## config.mk

```make
export PLATFORM = sky130hd
export DESIGN_NAME = aer_spike_decoder
export DESIGN_NICKNAME = d
export VERILOG_FILES = /design/src/rtl/aer_spike_decoder.sv
export SDC_FILE = /design/constraint.sdc
export NUM_CORES = 1
export LEC_CHECK = 0
export BUFFER_PORTS_ARGS = -buffer_cell sky130_fd_sc_hd__buf_2
export CAP_MARGIN = 40
export CORE_MARGIN = 5
export CORE_UTILIZATION = 50
export CTS_BUF_LIST = sky130_fd_sc_hd__clkbuf_8 sky130_fd_sc_hd__clkbuf_16
export DETAILED_ROUTE_END_ITERATION = 8
export PLACE_DENSITY = 0.71
export SLEW_MARGIN = 20
export SYNTH_ARGS = -nofsm -noshare
export SYNTH_HDL_FRONTEND = slang
export SYNTH_SLANG_ARGS = --single-unit
```

## constraint.sdc

```tcl
create_clock -name clk -period 3.2 [get_ports clk]
set_clock_uncertainty 0.05 [all_clocks]
set_input_delay 0.96 -clock clk [delete_from_list [all_inputs] [get_ports clk]]
set_output_delay 0.96 -clock clk [all_outputs]
set_load 0.1 [all_outputs]
```

## src/rtl/aer_spike_decoder.sv

```systemverilog
// AER receiver: synchronises an asynchronous 4-phase request, queues valid addresses
// in a small FIFO and replays them as one-hot, one-cycle spike pulses.
module aer_spike_decoder #(
    parameter int NUM_CH     = 4,
    parameter int ADDR_W     = 2,
    parameter int FIFO_DEPTH = 8
) (
    input  logic                          clk,
    input  logic                          rst_n,
    input  logic                          aer_req,
    input  logic [ADDR_W-1:0]             aer_addr,
    output logic                          aer_ack,
    input  logic                          enable,
    output logic [NUM_CH-1:0]             spike_out,
    output logic [$clog2(FIFO_DEPTH):0]   fifo_count,
    output logic [15:0]                   event_total,
    output logic                          err_addr
);

    localparam int PTR_W = $clog2(FIFO_DEPTH);
    localparam int CNT_W = PTR_W + 1;

    localparam logic [1:0] ST_ARM  = 2'd0;
    localparam logic [1:0] ST_IDLE = 2'd1;
    localparam logic [1:0] ST_ACK  = 2'd2;

    if (NUM_CH > (2 ** ADDR_W)) begin : g_bad_num_ch
        $error("NUM_CH exceeds the address space");
    end
    if ((FIFO_DEPTH < 2) || ((FIFO_DEPTH & (FIFO_DEPTH - 1)) != 0)) begin : g_bad_depth
        $error("FIFO_DEPTH must be a power of two >= 2");
    end

    logic              req_meta;
    logic              req_s;
    logic [1:0]        sync_vld;
    logic [1:0]        state;
    logic [1:0]        state_next;
    logic              capture;
    logic              addr_ok;
    logic              push;
    logic              pop;
    logic              fifo_full;
    logic              fifo_empty;
    logic [PTR_W-1:0]  wr_ptr;
    logic [PTR_W-1:0]  rd_ptr;
    logic [ADDR_W-1:0] mem [FIFO_DEPTH];
    logic [NUM_CH-1:0] spike_next;

    // sync_vld marks when req_s reflects aer_req again after reset, so a request
    // still high from before reset is seen by ARM instead of the cleared flops.
    always_ff @(posedge clk) begin
        if (!rst_n) begin
            // NOTE: sequential state uses non-blocking assignments so every flop
            // samples pre-edge values regardless of statement order.
            req_meta <= 1'b0;
            req_s    <= 1'b0;
            sync_vld <= 2'b00;
        end else begin
            req_meta <= aer_req;
            req_s    <= req_meta;
            sync_vld <= {sync_vld[0], 1'b1};
        end
    end

    assign fifo_full  = (fifo_count == CNT_W'(FIFO_DEPTH));
    assign fifo_empty = (fifo_count == '0);
    assign addr_ok    = (int'(aer_addr) < NUM_CH);

    always_comb begin
        // NOTE: defaults first so no path through the case leaves a latch.
        state_next = state;
        capture    = 1'b0;
        case (state)
            ST_ARM: begin
                if (sync_vld[1] && !req_s) state_next = ST_IDLE;
            end
            ST_IDLE: begin
                if (req_s && !fifo_full) begin
                    capture    = 1'b1;
                    state_next = ST_ACK;
                end
            end
            ST_ACK: begin
                if (!req_s) state_next = ST_IDLE;
            end
            default: state_next = ST_ARM;
        endcase
    end

    assign push = capture && addr_ok;
    assign pop  = enable && !fifo_empty;

    always_ff @(posedge clk) begin
        if (!rst_n) begin
            state   <= ST_ARM;
            aer_ack <= 1'b0;
        end else begin
            state   <= state_next;
            aer_ack <= (state_next == ST_ACK);
        end
    end

    // NOTE: storage is not reset; only the pointers and count define validity.
    always_ff @(posedge clk) begin
        if (push) mem[wr_ptr] <= aer_addr;
    end

    always_ff @(posedge clk) begin
        if (!rst_n) begin
            wr_ptr     <= '0;
            rd_ptr     <= '0;
            fifo_count <= '0;
        end else begin
            if (push) wr_ptr <= wr_ptr + 1'b1;
            if (pop)  rd_ptr <= rd_ptr + 1'b1;
            case ({push, pop})
                2'b10:   fifo_count <= fifo_count + CNT_W'(1);
                2'b01:   fifo_count <= fifo_count - CNT_W'(1);
                default: fifo_count <= fifo_count;
            endcase
        end
    end

    always_comb begin
        spike_next = '0;
        for (int i = 0; i < NUM_CH; i++) begin
            if (pop && (int'(mem[rd_ptr]) == i)) spike_next[i] = 1'b1;
        end
    end

    always_ff @(posedge clk) begin
        if (!rst_n) begin
            spike_out   <= '0;
            event_total <= '0;
            err_addr    <= 1'b0;
        end else begin
            spike_out <= spike_next;
            if (push) event_total <= event_total + 16'd1;
            if (capture && !addr_ok) err_addr <= 1'b1;
        end
    end

endmodule

```

After elaboration in Yosys (flattened, before gate mapping). Memories as Yosys holds them, arrays and structs flattened. A register that Yosys moved wholly into a read port is not among the register bits. Index checks and enable logic that the tools add are counted.

Reductions and logical operators: 14. Add/sub/neg operators: 5. Mux-type cells: 16. Equal/unequal tests: 9.

Operator list (count): 16-bit by 1-bit adder with 16-bit output (second input constant) (1); 2-bit == test (second input constant) (5); 1-bit two-way mux (9); 4-bit one-hot mux with 2 select lines (1); 1-bit logical AND (7); 3-bit by 1-bit adder with 3-bit output (second input constant) (2); 2-bit by 1-bit == test with 1-bit output (second input constant) (3); 2-bit two-way mux (3); 3-bit two-way mux (2); 2-bit one-hot mux with 3 select lines (1); 4-bit by 1-bit adder with 4-bit output (second input constant) (1); 4-bit == test (second input constant) (1); 2-bit zero test (2); 4-bit zero test (1); 4-bit by 1-bit subtractor with 4-bit output (second input constant) (1); 1-bit zero test (3); 2-bit nonzero test (1).

Output and inout bits: 26. Input port bits: 6. Bits in writable memories: 16. Memories: 1. Logic and storage cells: 56. Register bits: 37.

Memories: mem (depth 8, width 2, read ports 1, clocked after memory_dff 1, wr ports 1, line 47) `logic [ADDR_W-1:0] mem [FIFO_DEPTH];`.

Longest topological paths before layout.
Word-level depth: 7. Mapped depth: 12. Mapped depth without buffers: 10.

Least setup slack after synthesis. No wires, ideal clock.

Path kind: flip-flop to flip-flop. From: register fifo_count[3]. To: register fifo_count[2]. Library setup time: 0.071 ns. Required time: 3.079 ns. Path slack: -0.120 ns. Clock period less this slack: 3.320 ns. Path buffers: 1. Cell stages (with the launch flop): 12. Arrival time: 3.200 ns. Path through: dfxtp_1 > nor4b_2 > nor2_1 > inv_1 > buf_2 > ha_1 > xor2_1 > ha_1 > a21oi_1 > xor2_1 > or3_1 > a21oi_1.

Word-level cells in the longest chain between the ends: 7. Elaborated cells on any way between the ends: 12. Those cells by class: eq/ne (3); mux (3); reduce/logical (6).

RTL lines: start, declared (line 15) `output logic [$clog2(FIFO_DEPTH):0] fifo_count,`; start signal, assigned (line 118) `2'b10: fifo_count <= fifo_count + CNT_W'(1);`; start signal, assigned (line 119) `2'b01: fifo_count <= fifo_count - CNT_W'(1);`; start signal, assigned (line 120) `default: fifo_count <= fifo_count;`; 4-bit == test (line 66) `assign fifo_full = (fifo_count == CNT_W'(FIFO_DEPTH));`; 1-bit zero test (line 79) `if (req_s && !fifo_full) begin`; 1-bit logical AND (line 79); 1-bit two-way mux (line 79); 1-bit two-way mux (line 74) `case (state)`; 2-bit by 1-bit == test with 1-bit output / 2-bit == test (equally long branches) (line 117) `case ({push, pop})`; 4-bit one-hot mux with 2 select lines / 2-bit nonzero test (equally long branches).

Parallel ways exist; a longest one is shown, timed or not. A chain may end at the register's enable or synchronous reset.

Final worst setup path.
From: register fifo_count[0]. To: register fifo_count[2].

Same word-level chain as after synthesis.

==> impl_results.md <==
* Via/cell ratio at 5.40
* VDD IR-drop max at 0.000235 V
* Switch share at 21.9%
* Die ar. at 6160 um2
* PD cells at 479 nW/um2
* Htree depth at 2
* Critical path fanouts, max at 8
* Total number of vias at 1615
* # hold bufs at CTS at 0
* Final setup fails at 0
* Critical Path End Type: register
* DR pass1 iterations at 4
* CP required at 3400 ps
* Count leader, synth: dfxtp_1
* Fin nets at 256
* Final hold violations at 0
* CP endpoint: fifo_count[2]
* Ys Warns at 0
* Post-Synthesis Cells at 214
* IO Pins at 32
* Largest net degree at the start of global routing at 19
* Int Pwr at 0.990 mW
* Starting Density at 50.6%
* Synthesized cell area at 2340 um2
* Routed wire length at 4.19 mm
* Clock network fraction of design power at 36.5%
* Min-delay worst type: reg2reg
* DR WL/cell at 14.0 um
* R2R Setup Slk at 400 ps
* Antenna-violating nets left at 0
* Comb power frac at 4.8%
* Core area at 4630 um2
* Cell taking the most area after synthesis: dfxtp_1
* Most instantiated cells after synthesis: 40 x dfxtp_1, 21 x nor2_1, 17 x nand2_1
* Relative max-transition margin at 54.9%
* Setup ws final at 400 ps
* RR Endpoint: fifo_count[2]
* Highest clock rate at 357 MHz
* Netlist cell types at 44
* EDFF count, synth at 16
* First-pass GRT wire length at 6.78 mm
* Synth top area cells: dfxtp_1 34%, edfxtp_1 20%, mux4_2 3.8%
* Vias in the first global route at 1437
* Worst-margin pin slew at 670 ps
* Total Routing Usage GR at 14.1%
* Share of power burned in registers at 58.6%
* Synthesis-to-layout area growth at 12.9%
* RSZ-0062 raised after global routing: false
* Worst skew pair latency at 310 ps
* Total CTS buffers at 5
* R2r startpoint: fifo_count[0]
* Setup repair bufs after CTS at 0
* Number of port buffers at 30
* Cells on worst reg2reg path at 10
* DP Wirelength at 2.94 mm
* Post-Place Setup Slack at 402 ps
* Starting DRT DRC Count at 68
* Most common flop cell mapped by yosys: dfxtp_1
* Fraction of layout instances using a drive strength above 1 at 21.2%
* Net Count, Synth at 226
* Ant diodes at 0
* CTS tree: yes
* TNS Setup at 0 ps
* Max Cap Viol at 0
* Yosys top cell area share at 34.2%
* Initial antenna violation count at 0
* Synthesized area per cell at 11.0 um2
* Critical path class: reg2reg
* Root Buffer Master: clkbuf_8
* Total gr overflow at 0
* GP Congestion at 0.873
* Cell Rows at 25
* Clk slew on worst S/H paths at 100 ps
* Final Max Tran Viols at 0
* CP Launch Type: register
* Sequential area share after synthesis at 54.6%
* Leakage Power at 0.988 nW
* Crit share post-route at 87.5%
* DRC Markers at 0
* Number of synthesized register bits at 56
* FFs w/ async S/R, synth at 0%
* Clock tree buffer depth at 2
* Final min period at 2800 ps
* Sink Count at 56
* CP startpoint: fifo_count[0]
* Switching power total at 0.277 mW
* Die Height at 78.5 um
* Die Span X at 78.5 um
* PostCTS Resize Cnt at 0
* CP Data Arrival Time at 3000 ps
* Status: complete, no violations
==> power by group through the flow <==
stage	sequential [mW]	combinational, mW	clock, mW
after floorplan	0.770	0.0358	0
after global placement	0.759	0.0608	0
after detailed placement	0.759	0.0611	0
after CTS	0.743	0.0616	0.472
after global routing	0.745	0.0664	0.511
final	0.743	0.0614	0.463
==> worst min path at each step <==
stage | startpoint | endpoint | slack (ps) | cells after the start
floorplan | req_meta | req_s | 360 | 1
CTS | sync_vld[0] | sync_vld[1] | 400 | 1
finish | sync_vld[0] | sync_vld[1] | 400 | 1
global route | sync_vld[0] | sync_vld[1] | 430 | 1
detailed placement | sync_vld[0] | sync_vld[1] | 370 | 1
global placement | sync_vld[0] | sync_vld[1] | 370 | 1
==> cells in the final DEF (no fill, tap or decap), types with 7 or more instances in the layout <==
master,Yosys,layout
a21oi_1,14,14
xnor2_1,7,7
edfxtp_1,16,16
mux2i_1,7,7
nand2_1,17,17
nand3_1,8,8
buf_2,3,30
o21ai_0,7,7
dfxtp_1,40,37
nor2_1,21,21
==> worst max-delay path, cell delays in order (launching register included) <==
cell and delay (ps):
dfxtp_2 370, nor4b_2 630, nor2_1 280, inv_1 180, ha_1 270, xor2_1 170
ha_1 160, a21oi_1 40, xor2_1 150, or3_1 300, a21oi_1 130
==> logic make-up after synthesis <==
group	Yosys count	share of synthesized area, %
buffers and inverters	11	2.40
other	1	0.160
AO/OA/AOI/OAI	27	6.62
flip-flops	56	54.6
XOR/XNOR	13	4.86
adder cells (fa/ha/maj)	6	3.20
AND/OR/NAND/NOR	88	20.8
multiplexers	12	7.31
==> through the flow <==
stage / util [%] / instance area (um2) / power (mW) / hold slack [ps] / instances
finish: 57.2 / 2650 / 1.27 / 395 / 299
global route: 57.2 / 2650 / 1.32 / 425 / 299
CTS: 57.2 / 2650 / 1.28 / 396 / 299
detailed placement: 54.7 / 2530 / 0.820 / 370 / 291
floorplan: - / 2350 / 0.806 / 362 / 214
global placement: 54.7 / 2530 / 0.820 / 373 / 291
==> state kept, by name (all words and copies together) (netlist names), 2 cells and up, named ones only <==
signal / cells
event_total: 16
mem: 16
fifo_count: 4
spike_out: 4
rd_ptr: 3
wr_ptr: 3
state: 2
sync_vld: 2
==> cell type report <==
class                      count  area [um2]
multi-input combinational    147        1010
timing repair buffer          32         165
clock buffer                   5        68.8
tap                           54        67.6
inverter                       2        7.51
sequential                    56        1280
fill                         398        1980
clock inverter                 3        46.3
==> per-layer routing <==
layer | share of wire, % | track usage, % | up-vias
li1 | - | - | 834
met1 | 50 | 19.3 | 751
met2 | 45 | 21.3 | 24
met3 | 3.8 | 3.21 | 6
met4 | 1.5 | 6.29 | 0
met5 | 0 | 0 | -
Power figures use the tool's default switching activity.
